## config.mk

```make
export PLATFORM = sky130hd
export DESIGN_NAME = fifo_pop_stream
export DESIGN_NICKNAME = d
export VERILOG_FILES = /design/src/rtl/fifo_pop_stream.sv
export SDC_FILE = /design/constraint.sdc
export NUM_CORES = 1
export LEC_CHECK = 0
export ABC_AREA = 1
export BUFFER_PORTS_ARGS = -buffer_cell sky130_fd_sc_hd__buf_2
export CORE_MARGIN = 2
export CORE_UTILIZATION = 35
export CTS_CLUSTER_SIZE = 14
export DETAILED_ROUTE_END_ITERATION = 16
export GPL_ROUTABILITY_DRIVEN = 0
export GPL_TIMING_DRIVEN = 0
export SYNTH_ARGS = -nofsm -noshare
export SYNTH_HDL_FRONTEND = slang
export SYNTH_SLANG_ARGS = --single-unit
```

## constraint.sdc

```tcl
create_clock -name clk -period 6.12 [get_ports clk]
set_clock_uncertainty 0.2 [all_clocks]
set_input_delay 1.224 -clock clk [delete_from_list [all_inputs] [get_ports clk]]
set_output_delay 1.224 -clock clk [all_outputs]
set_load 0.02 [all_outputs]
```

## src/rtl/fifo_pop_stream.sv

```systemverilog
// fifo_pop_stream: read-side adapter for fifo_simple.
// Pops words from the FIFO and presents them as a valid/ready stream.
// The FIFO returns data one cycle after the pop. A 2-entry skid buffer
// (head + tail) absorbs that delay, so one word per cycle flows under
// full backpressure.
module fifo_pop_stream #(
    parameter int DATA_WIDTH = 16
) (
    input  logic                  clk,
    input  logic                  rst,
    input  logic                  fifo_empty,
    output logic                  fifo_pop,
    input  logic [DATA_WIDTH-1:0] fifo_data,
    output logic                  down_valid,
    input  logic                  down_ready,
    output logic [DATA_WIDTH-1:0] down_data,
    output logic [1:0]            buf_count
);

    // occ_q counts buffered words (0..2).
    // inflight_q marks a word arriving on fifo_data this cycle.
    logic [1:0]            occ_q, occ_d;
    logic                  inflight_q, inflight_d;
    logic [DATA_WIDTH-1:0] head_q, head_d;
    logic [DATA_WIDTH-1:0] tail_q, tail_d;

    logic                  fire;
    logic [2:0]            pending;
    logic [1:0]            occ_after;

    // Pop decision: buffered plus in-flight words must never exceed the two slots,
    // unless a word leaves this same cycle.
    always_comb begin
        fire     = (occ_q != 2'd0) & down_ready;
        pending  = {1'b0, occ_q} + {2'b00, inflight_q};
        fifo_pop = !rst && !fifo_empty && ((pending < 3'd2) || fire);
    end

    // Next-state: dequeue first (tail moves to head), then land an arriving word
    // in the first free slot so order is preserved.
    always_comb begin
        head_d     = head_q;
        tail_d     = tail_q;
        occ_after  = occ_q - {1'b0, fire};
        inflight_d = fifo_pop;
        if (fire) begin
            head_d = tail_q;
        end
        if (inflight_q) begin
            if (occ_after == 2'd0) begin
                head_d = fifo_data;
            end else begin
                tail_d = fifo_data;
            end
        end
        occ_d = occ_after + {1'b0, inflight_q};
    end

    // State registers. Reset discards any buffered or in-flight word.
    always_ff @(posedge clk) begin
        if (rst) begin
            occ_q      <= 2'd0;
            inflight_q <= 1'b0;
            head_q     <= '0;
            tail_q     <= '0;
        end else begin
            occ_q      <= occ_d;
            inflight_q <= inflight_d;
            head_q     <= head_d;
            tail_q     <= tail_d;
        end
    end

    // Outputs come straight from registers. Head stays put while stalled.
    always_comb begin
        down_valid = (occ_q != 2'd0);
        down_data  = head_q;
        buf_count  = occ_q;
    end

endmodule

```

**Word level (Yosys, flattened, before mapping)**

Cells that the tools add are included.

- Flip-flop bits (word level): 35
- Bits of input ports: 20
- Output and inout port bits: 20
- Logic and storage cells: 21

- Order comparisons: 1
- Add/sub/neg operators: 3
- Reduce and logical (&&, ||, !) cells: 8
- Bitwise operators: 2
- Mux-type cells: 3

Operator list:

| kind | number |
|---|---|
| 2-to-1 mux 16 bit | 3 |
| adder 2 x 1 -> 3 bit | 1 |
| < comparator 3 x 2 -> 1 bit (second input constant) | 1 |
| adder 2 x 1 -> 2 bit | 1 |
| logical AND 1 bit | 2 |
| zero test 1 bit | 2 |
| zero test 2 bit | 1 |
| AND reduction 2 bit | 1 |
| nonzero test 2 bit | 1 |
| subtractor 2 x 1 -> 2 bit | 1 |
| AND 1 bit | 1 |
| logical OR 1 bit | 1 |
| inverter 1 bit | 1 |

**Depth between registers and ports, before layout**

Gate-level depths: netlist of run 1.

- Depth after elaboration: 6
- Gate-level depth with buffers: 12
- Mapped depth without buffers: 9

**Worst setup path before layout of run 1**

No wires, ideal clock.

- Kind: input to output
- Start point: input port down_ready
- End point: output port fifo_pop
- Stages on the path: 6
- Arrival: 2281 ps
- Path buffers: 2
- Path slack: 2415 ps
- Data required time: 4696 ps
- Path through: buf_2 inv_1 nor2_4 buf_6 nor2_1 nor3_1

- Cells in the longest elaborated chain, start to end: 3

RTL lines:

| element | RTL line | text |
|---|---|---|
| start: declaration | 15 | `input logic down_ready,` |
| AND 1 bit | 34 | `fire = (occ_q != 2'd0) & down_ready;` |
| logical OR 1 bit | 36 | `fifo_pop = !rst && !fifo_empty && ((pending < 3'd2) \|\| fire);` |
| logical AND 1 bit | 36 |  |
| end: declaration | 12 | `output logic fifo_pop,` |

Every way passes these cells.

**Worst setup path after layout of run 1**

Ends and elaborated chain as after synthesis.

==> metrics.md, run 1 <==
| Metric | Value |
|---|---|
| Status | finished clean |
| Critical Path RT | 4.70 ns |
| Io pins | 40 |
| Worst rel slew slack | 67.8% |
| FF-to-FF path depth | 9 |
| Asr flop ratio synth | 0% |
| CTS sink cnt | 35 |
| Syn avg cell area | 6.73 um^2 |
| Critical Path Fanout Max | 10 |
| HPWL after DPL | 2590 um |
| Post-CTS Setup Inserts | 0 |
| First-pass GRT wire length | roughly 6000 um |
| Largest net degree at the start of global routing | 12 |
| Worst Hold Depth | 2 |
| Die height | 70.8 um |
| Synth unique cells | 18 |
| CP Capture Type | output port |
| Most used flip-flop cell after synthesis | dfxtp_1 |
| Fin cells | 330 |
| Width of the die | 70.8 um |
| DRT Pass-1 Iters | 4 |
| Total core area | 4320 um^2 |
| Clock network power share | a little under a fifth |
| Vias in the first global route | 1372 |
| Seq pwr share | 37.2% |
| Total of max-cap violations | 0 |
| CTS Hold Buffers Added | 0 |
| Worst Tran Pin Value | 0.483 ns |
| Starting density of the core | 36.1% |
| Final hold vios | 0 |
| Post-Synthesis Cell Area | 1560 um^2 |
| Combinational power share | ~45% |
| Total Wirelength | about 3700 um |
| Hold Path Class | flop to flop |
| DRT iter0 DRCs | between 60 and 70 |
| Worst Setup Start Kind | primary input |
| Cell Int Power | about 500 uW |
| Clk buf depth | 2 |
| RSZ-0062 raised after global routing | false |
| Leading cell type in the layout, fill and taps excluded | nor2_1 |
| VDD IR max | ~0.18 mV |
| GRT overflow | 0 |
| Post-Route Setup TNS | 0 ns |
| Placed cell count | 322 |
| #FFs+latches synth | 35 |
| Post-Syn Instances | 232 |
| Average routed wire per standard cell | 11.3 um |
| GRT Util Overall | 15.3% |
| Cell Area, Placed | 1820 um^2 |
| Sequential element share of the synthesized area | 44.9% |
| Worst skew pair latency | about 0.28 ns |
| Area delta synth->final | 21.8% |
| Ys Warns | 0 |
| Buffers on Ports | 38 |
| PD cells | 470 nW/um^2 |
| Via Count | between 1000 and 1500 |
| Residual antenna-violating net count after detailed routing | 0 |
| Power Total | 894 uW |
| CTS Root Cell | clkbuf_8 |
| EDFF count, synth | 0 |
| FMAX | ~270 MHz |
| Most frequent cells in the layout | nor2_1, buf_2, dfxtp_1 |
| Initial antenna violation count | 0 |
| Setup-failing EPs final | 0 |
| Post-Synthesis Net Count | 254 |
| Share of layout cells above drive strength 1 | 19.8% |
| Worst setup margin | 2.41 ns |
| NumNets Final | roughly 300 |
| Placement Setup Slack | 2.39 ns |
| CTS H-tree lvls | 2 |
| Core Rows | 24 |
| Final period util | around 61% |
| Switching Share | 42.7% |
| CTS Buf Count | 5 |
| Number of gates resized after cts | 0 |
| Slew Limit Fails | 0 |
| Critical Path AT | 2.29 ns |
| CTS tree | yes |
| Number of remaining DRC errors | 0 |
| Static Leak | between 0.0009 and 0.001 uW |
| Clk slew on worst S/H paths | 0.07 ns |
| Ant. Diodes | 0 |
| Crit path time final | ~3.7 ns |
| Switching pwr | 381 uW |
| Vias per cell | around 4.5 |
| Die area | 5010 um^2 |
| Crit Path Class | primary input to output port |
| Finished Cell Area | 1900 um^2 |
## through the flow
stage | util, % | hold slack [ns]
global route | 44.0 | 0.302
CTS | 44.0 | 0.290
global placement | 42.0 | 0.263
finish | 44.0 | 0.286
detailed placement | 42.0 | 0.272
floorplan | - | 0.256
## worst max-delay path, stage by stage
cell and delay (ns):
buf_2 0.17, inv_1 0.09, nor2_4 0.24, buf_6 0.19, nor2_1 0.06, nor3_1 0.11
buf_2 0.18
## flip-flops by register name (all words and copies together) (netlist names)
| name | count |
|---|---|
| buf_count | 2 |
| inflight_q | 1 |
| down_data | 16 |
| tail_q | 16 |
## cell families after synthesis
| logic type | share of synthesized area [%] |
|---|---|
| XOR/XNOR | 0.561 |
| AO/OA/AOI/OAI | 11.1 |
| buffers and inverters | 9.69 |
| adder cells (fa/ha/maj) | 1.60 |
| AND/OR/NAND/NOR | 32.1 |
| flip-flops | 44.9 |
## power by group through the flow
stage / Clock (uW) / Combinational [uW] / Sequential (uW)
floorplan: 0 / 244 / 382
global placement: 0 / 397 / 336
detailed placement: 0 / 400 / 338
CTS: 167 / 402 / 333
global route: 177 / 448 / 341
finish: 163 / 398 / 333
## worst paths after layout
path                           start                      end  slack [ns]
min reg2reg  tail_q[13]$_SDFFE_PP0P_  tail_q[13]$_SDFFE_PP0P_        0.29
min          tail_q[13]$_SDFFE_PP0P_  tail_q[13]$_SDFFE_PP0P_        0.29
max reg2reg  buf_count[1]$_SDFF_PP0_  tail_q[11]$_SDFFE_PP0P_        3.72
max                       down_ready                 fifo_pop        2.41
## cell type report
type	instances	area [um^2]
buffer	12	65.1
clock buffer	6	72.6
clock inverter	2	12.5
fill	492	2420
inverter	23	86.3
multi-input combinational	162	709
sequential	35	701
tap	52	65.1
timing repair buffer	38	190
## per-layer routing
layer	vias up	GRT usage [%]	wire (um)	share of wire, %
li1	807	-	-	-
met1	638	19.5	1850	50
met2	30	24.5	1630	44
met3	6	5.27	204	5.5
met4	0	4.82	38	1.0
met5	-	0	0	0
## cells in the mapped netlist, types with 2 or more instances
master	n	share of area (%)
dfxtp_1	35	45
clkbuf_1	4	0.96
nand3_1	16	5.1
inv_1	23	5.5
buf_2	4	1.3
nand2_1	19	4.6
ha_1	2	1.6
buf_4	2	0.96
nor3_1	2	0.64
nor2_1	86	21
o21ai_0	32	10
No activity file was read; power rests on OpenSTA's default activity.
==> run 2, diff against run 1 <==
- ABC_AREA: 1 -> 0
- clock period: 6.12 -> 3.77 ns (I/O delays scaled with it)
==> metrics.md, run 2 <==
| Metric | Value |
|---|---|
| Post-CTS Setup Inserts | 0 (unchanged) |
| Most frequent cells in the layout | buf_2, dfxtp_1, nand2_1 |
| GRT Util Overall | 17.2% (+1.9 points) |
| Reg area | 701 um^2 (unchanged) |
| Share of layout cells above drive strength 1 | 25.0% (+5.2 points) |
| GRT overflow | 0 (unchanged) |
| Initial antenna violation count | 0 (unchanged) |
| FMAX | between 300 and 400 MHz |
| Top cell type by total area after synthesis | dfxtp_1 |
| CTS sink cnt | 35 (unchanged) |
| CTS Hold Buffers Added | 0 (unchanged) |
| Sequential element share of the synthesized area | 47.7% (+2.8 points) |
| Synth unique cells | 23 (+5) |
| EDFF count, synth | 0 (unchanged) |
| Post-synth top area share | 47.7% (+2.8 points) |
| Final hold vios | 0 (unchanged) |
| Placement Setup Slack | 0.811 ns (-1.57 ns) |
| Clk buf depth | 2 (unchanged) |
| Core Rows | 23 (-4.2%) |
| Critical Path Fanout Max | 10 (unchanged) |
| Asr flop ratio synth | 0% (unchanged) |
| Met2 Routed Length | 1730 um (+5.8%) |
| VDD IR max | 0.372 mV (+110%) |
| Static Leak | 0.000745 uW (-19%) |
| DRT iter0 DRCs | 111 (+76%) |
| Leading cell type in the layout, fill and taps excluded | buf_2 |
| Clk slew on worst S/H paths | 0.08 ns (about the same) |
| HPWL after DPL | 2540 um (-2.1%) |
| Most used flip-flop cell after synthesis | dfxtp_1 |
| Critical Path AT | 2.73 ns (+0.44 ns) |
| Residual antenna-violating net count after detailed routing | 0 (unchanged) |
| Hold slack | 0.267 ns (-0.0185 ns) |
| CTS tree | yes |
| Top sig layer | met4 |
| NumNets Final | 249 (-17%) |
| Top cells by count, synth | dfxtp_1, nand2_1, nor2_1 |
| Worst skew pair latency | 0.30 ns (+0.02 ns) |
| Reg2Reg Setup Slack | 1.06 ns (-2.66 ns) |
| Setup-failing EPs final | 0 (unchanged) |
| Critical Path RT | 3.79 ns (-0.91 ns) |
| Detailed route wirelength on metal3 | 213 um (+4.4%) |
| Syn avg cell area | 8.08 um^2 (+20%) |
| Number of gates resized after cts | 0 (unchanged) |
| Slew Limit Fails | 0 (unchanged) |
| CP Capture Type | flop |
| Die area | 4730 um^2 (-5.5%) |
| Seq pwr share | 35.4% (-1.8 points) |
| Crit path time final | 2.71 ns |
| Ant. Diodes | 0 (unchanged) |
| Number of remaining DRC errors | 0 (unchanged) |
| Switching Share | 40.3% (-2.3 points) |
| Worst rel slew slack | 66.7% (-1.1 points) |
| Worst setup margin | 1.06 ns (-1.35 ns) |
| Via Count | 1425 (-3.8%) |
| CTS Buf Count | 5 (unchanged) |
| Final period util | 71.9% |
| Post-Synthesis Cell Area | 1470 um^2 (-5.8%) |
| Area occupied by multi-input gates | 677 um^2 (-4.6%) |
| Fin cells | 278 (-16%) |
| M1 WL | 1840 um (-0.33%) |
| Status | finished clean |
| Worst Tran Pin Value | 0.499 ns (+0.0162 ns) |
| Hold Path Class | flop to flop |
| Post-Syn Instances | 182 (-22%) |
| Width of the die | 68.8 um (-2.8%) |
| Switching pwr | 580 uW (+52%) |
| Average routed wire per standard cell | 13.8 um (+22%) |
| Buffers on Ports | 38 (unchanged) |
| #FFs+latches synth | 35 (unchanged) |
| Die height | 68.8 um (-2.8%) |
| Largest net degree at the start of global routing | 12 (unchanged) |
| Worst Setup Start Kind | flop |
| Total of max-cap violations | 0 (unchanged) |
| Starting density of the core | 36.5% (+0.38 points) |
| PD cells | 781 nW/um^2 (+66%) |
| Area delta synth->final | 25.2% |
| CTS H-tree lvls | 2 (unchanged) |
| Fill cells | 422 (-14%) |
| Most common cell in the netlist | dfxtp_1 |
| Combinational power share | 39.6% (-4.9 points) |
| Cell Int Power | 858 uW (+68%) |
| Total Wirelength | 3830 um (+2.7%) |
| Post-Route Setup TNS | 0 ns (unchanged) |
| Ys Warns | 0 (unchanged) |
| DRT Pass-1 Iters | 4 (unchanged) |
| Io pins | 40 (unchanged) |
| Total core area | 4030 um^2 (-6.8%) |
| Crit Path Class | flop to flop |
| CTS Root Cell | clkbuf_8 |
| Fin util | 45.7% (+1.7 points) |
| RSZ-0062 raised after global routing | false |
| Vias per cell | 5.13 (+14%) |
| Top cells by area, synth | dfxtp_1, a311oi_1, nand2_1 |
| Placed cell count | 270 (-16%) |
| Post-Synthesis Net Count | 204 (-20%) |
| Vias in the first global route | 1165 (-15%) |
| First-pass GRT wire length | 5820 um (-4.6%) |
| Clock network power share | 24.9% (+6.6 points) |
-- run 2: changes by cell type in the layout (fill, tap and decap cells not counted), sizes merged, moves of 2 or more --
cell and change:
a311oi +16, clkbuf +4, inv -19, a21oi +16, nand2 +12, nor2b +2, o21ai -16, nor2 -69
-- run 2: worst paths after layout --
| check | start | cells after the start | end |
|---|---|---|---|
| max | buf_count[1]$_SDFF_PP0_ | 8 | tail_q[6]$_SDFFE_PP0P_ |
| min | tail_q[10]$_SDFFE_PP0P_ | 2 | down_data[10]$_SDFF_PP0_ |
| max reg2reg | buf_count[1]$_SDFF_PP0_ | 8 | tail_q[6]$_SDFFE_PP0P_ |
| min reg2reg | tail_q[10]$_SDFFE_PP0P_ | 2 | down_data[10]$_SDFF_PP0_ |
-- run 2: logic make-up (layout without fill, tap and decap cells) --
kind of cell / Yosys count / count (layout) / share of synthesized area, %
adder cells (fa/ha/maj): 2 / 2 / 1.70
AO/OA/AOI/OAI: 50 / 50 / 21.9
AND/OR/NAND/NOR: 75 / 75 / 21.9
buffers and inverters: 19 / 65 / 6.30
flip-flops: 35 / 35 / 47.7
XOR/XNOR: 1 / 1 / 0.596
-- run 2: critical path, cell delays in order (launching register included) --
cell      delay, ns
dfxtp_1        0.40
o21ai_4        0.30
inv_2          0.14
buf_6          0.17
ha_1           0.33
nor2b_1        0.38
clkbuf_1       0.41
o21ai_0        0.14
a21oi_1        0.16
-- run 2: stage by stage --
| step | cell area (um^2) | power, uW |
|---|---|---|
| finish | 1840 | 1440 |
| global route | 1840 | 1520 |
| CTS | 1840 | 1450 |
| detailed placement | 1720 | 1090 |
| global placement | 1720 | 1080 |
| floorplan | 1470 | 904 |
-- run 2: power by group through the flow --
stage                     registers (uW)  logic (uW)  clock network, uW
after floorplan                      587         317                  0
after global placement               516         568                  0
after detailed placement             519         571                  0
after CTS                            511         574                362
after global routing                 521         627                375
final                                510         570                358
-- run 2: layout make-up --
class | count | area share, %
sequential | 35 | 38.1
inverter | 4 | 0.816
clock inverter | 2 | 1.90
clock buffer | 6 | 4.49
multi-input combinational | 128 | 36.8
tap | 50 | 3.40
timing repair buffer | 38 | 10.3
buffer | 15 | 4.21
-- run 2: routing by layer --
metal  vias up  global-route usage [%]
met5         -                       0
met4         0                    8.82
met3         5                    3.90
met2        36                    23.9
met1       660                    24.6
li1        724                       -
==> run 3, diff against run 2 <==
- clock period: 3.77 -> 2.67 ns (I/O delays scaled with it)
==> metrics.md, run 3 (synthesized netlist as in run 2, its figures left out) <==
| Metric | Value |
|---|---|
| Fill cells | 422 (unchanged) |
| Cell Area, Placed | 1720 um^2 (unchanged) |
| Vias per cell | 5.09 (-0.70%) |
| Die height | 68.8 um (unchanged) |
| Leading cell type in the layout, fill and taps excluded | buf_2 |
| Worst path top cell family by delay | buffers and inverters |
| Worst setup margin | 0.222 ns (-0.838 ns) |
| CTS H-tree lvls | 2 (unchanged) |
| Critical Path RT | 2.69 ns (-1.10 ns) |
| Reg2Reg Setup Slack | 0.22 ns (-0.84 ns) |
| First-pass GRT wire length | 5820 um (unchanged) |
| Worst Tran Pin Value | 0.503 ns (+0.00398 ns) |
| NumNets Final | 249 (unchanged) |
| Critical path's largest stage delay | 0.41 ns (about the same) |
| GR peak layer | met1 |
| Placement Setup Slack | -0.0688 ns (-0.880 ns) |
| Number of gates resized after cts | 1 (+1) |
| Critical Path Fanout Max | 10 (unchanged) |
| Width of the die | 68.8 um (unchanged) |
| Number of remaining DRC errors | 0 (unchanged) |
| Initial antenna violation count | 0 (unchanged) |
| DRT iter0 DRCs | 101 (-9.0%) |
| Via Count | 1415 (-0.70%) |
| Die area | 4730 um^2 (unchanged) |
| Clk buf depth | 2 (unchanged) |
| Combinational power share | 39.8% (+0.2 points) |
| Status | finished clean |
| Most frequent cells in the layout | buf_2, dfxtp_1, nand2_1 |
| Crit Path Class | flop to flop |
| CP Capture Type | flop |
| Largest net degree at the start of global routing | 12 (unchanged) |
| Met3 usage | 3.90% (unchanged) |
| CTS Buf Count | 5 (unchanged) |
| Finished Cell Area | 1840 um^2 (+0.20%) |
| Io pins | 40 (unchanged) |
| Switching Share | 40.1% (-0.19 points) |
| VDD IR max | 0.528 mV (+42%) |
| Power Total | 2040 uW (+42%) |
| Switching pwr | 817 uW (+41%) |
| Met1 global-route usage | 24.6% (unchanged) |
| GRT Util Overall | 17.2% (unchanged) |
| HPWL after DPL | 2540 um (unchanged) |
| Worst rel slew slack | 66.5% (-0.27 points) |
| Area delta synth->final | 25.4% |
| Worst Setup Start Kind | flop |
| DRT Pass-1 Iters | 4 (unchanged) |
| CP bufs+invs | 3 (unchanged) |
| Ant. Diodes | 0 (unchanged) |
| Hold Path Class | primary input to flop |
| Total of max-cap violations | 0 (unchanged) |
| Buffers on Ports | 38 (unchanged) |
| Total Wirelength | 3830 um (unchanged) |
| Slew Limit Fails | 0 (unchanged) |
| Slowest CP cell | dfxtp_1 |
| Average routed wire per standard cell | 13.8 um (unchanged) |
| GRT overflow | 0 (unchanged) |
| Vias in the first global route | 1165 (unchanged) |
| Clk slew on worst S/H paths | 0.07 ns (about the same) |
| Static Leak | 0.000749 uW (+0.60%) |
| Core Rows | 23 (unchanged) |
| FMAX | 409 MHz (+11%) |
| Critical Path AT | 2.47 ns (-0.26 ns) |
| Share of layout cells above drive strength 1 | 25.9% (+0.88 points) |
| Final hold vios | 0 (unchanged) |
| Critical path, cell by cell | o21ai_4, inv_2, buf_6, ha_1, nor2b_2, clkbuf_2, o21ai_0, a21oi_1 |
| Seq pwr share | 35.4% (about the same) |
| CTS sink cnt | 35 (unchanged) |
| CTS tree | yes |
| Final period util | 91.7% (+20 points) |
| Crit path time final | 2.45 ns (-0.262 ns) |
| Clock network power share | 24.7% (-0.2 points) |
| M2 GR Usage | 23.9% (unchanged) |
| Setup-failing EPs final | 0 (unchanged) |
| CTS Root Cell | clkbuf_8 |
| Post-CTS Setup Inserts | 0 (unchanged) |
| PD cells | 1100 nW/um^2 (+41%) |
| CTS Hold Buffers Added | 0 (unchanged) |
| Cell Int Power | 1220 uW (+42%) |
| Starting density of the core | 36.5% (unchanged) |
| Worst skew pair latency | 0.29 ns (about the same) |
| Residual antenna-violating net count after detailed routing | 0 (unchanged) |
| RSZ-0062 raised after global routing | false |
| Total core area | 4030 um^2 (unchanged) |
[run 3: cell counts in the layout (fill, tap and decap cells not counted)]
Identical to the previous run, type by type.
[run 3: layout make-up]
type | count | area [um^2] | share of cell area [%]
buffer | 15 | 78.8 | 4.27
clock buffer | 6 | 82.6 | 4.48
clock inverter | 2 | 35.0 | 1.90
inverter | 4 | 15.0 | 0.814
multi-input combinational | 128 | 679 | 36.8
sequential | 35 | 701 | 38.0
tap | 50 | 62.6 | 3.39
timing repair buffer | 38 | 190 | 10.3
[run 3: path summary, 6_finish.rpt]
| check | to | cells after the start | from |
|---|---|---|---|
| hold / removal | inflight_q$_SDFF_PP0_ | 2 | fifo_empty |
| setup reg to reg | tail_q[6]$_SDFFE_PP0P_ | 8 | buf_count[1]$_SDFF_PP0_ |
| setup / recovery | tail_q[6]$_SDFFE_PP0P_ | 8 | buf_count[1]$_SDFF_PP0_ |
| hold reg to reg | down_data[10]$_SDFF_PP0_ | 2 | tail_q[10]$_SDFFE_PP0P_ |
[run 3: power groups by stage]
| stage | Combinational [uW] | Clock, uW | Sequential [uW] |
|---|---|---|---|
| finish | 811 | 504 | 722 |
| global route | 893 | 530 | 738 |
| CTS | 814 | 511 | 722 |
| detailed placement | 806 | 0 | 733 |
| global placement | 802 | 0 | 729 |
| floorplan | 448 | 0 | 829 |
[run 3: metrics by stage]
step / util (%) / cells / hold slack [ns] / TNS, ns
finish: 45.8 / 278 / 0.215 / 0
global route: 45.8 / 278 / 0.212 / 0
CTS: 45.7 / 278 / 0.210 / 0
detailed placement: 42.8 / 270 / 0.267 / -0.542
global placement: 42.8 / 270 / 0.261 / -0.533
floorplan: - / 182 / 0.254 / 0
[run 3: routing by layer]
| layer | vias up | wire length, um |
|---|---|---|
| met1 | 652 | 1840 |
| met4 | 0 | 42 |
| met2 | 34 | 1730 |
| met5 | - | 0 |
| met3 | 5 | 217 |
| li1 | 724 | - |
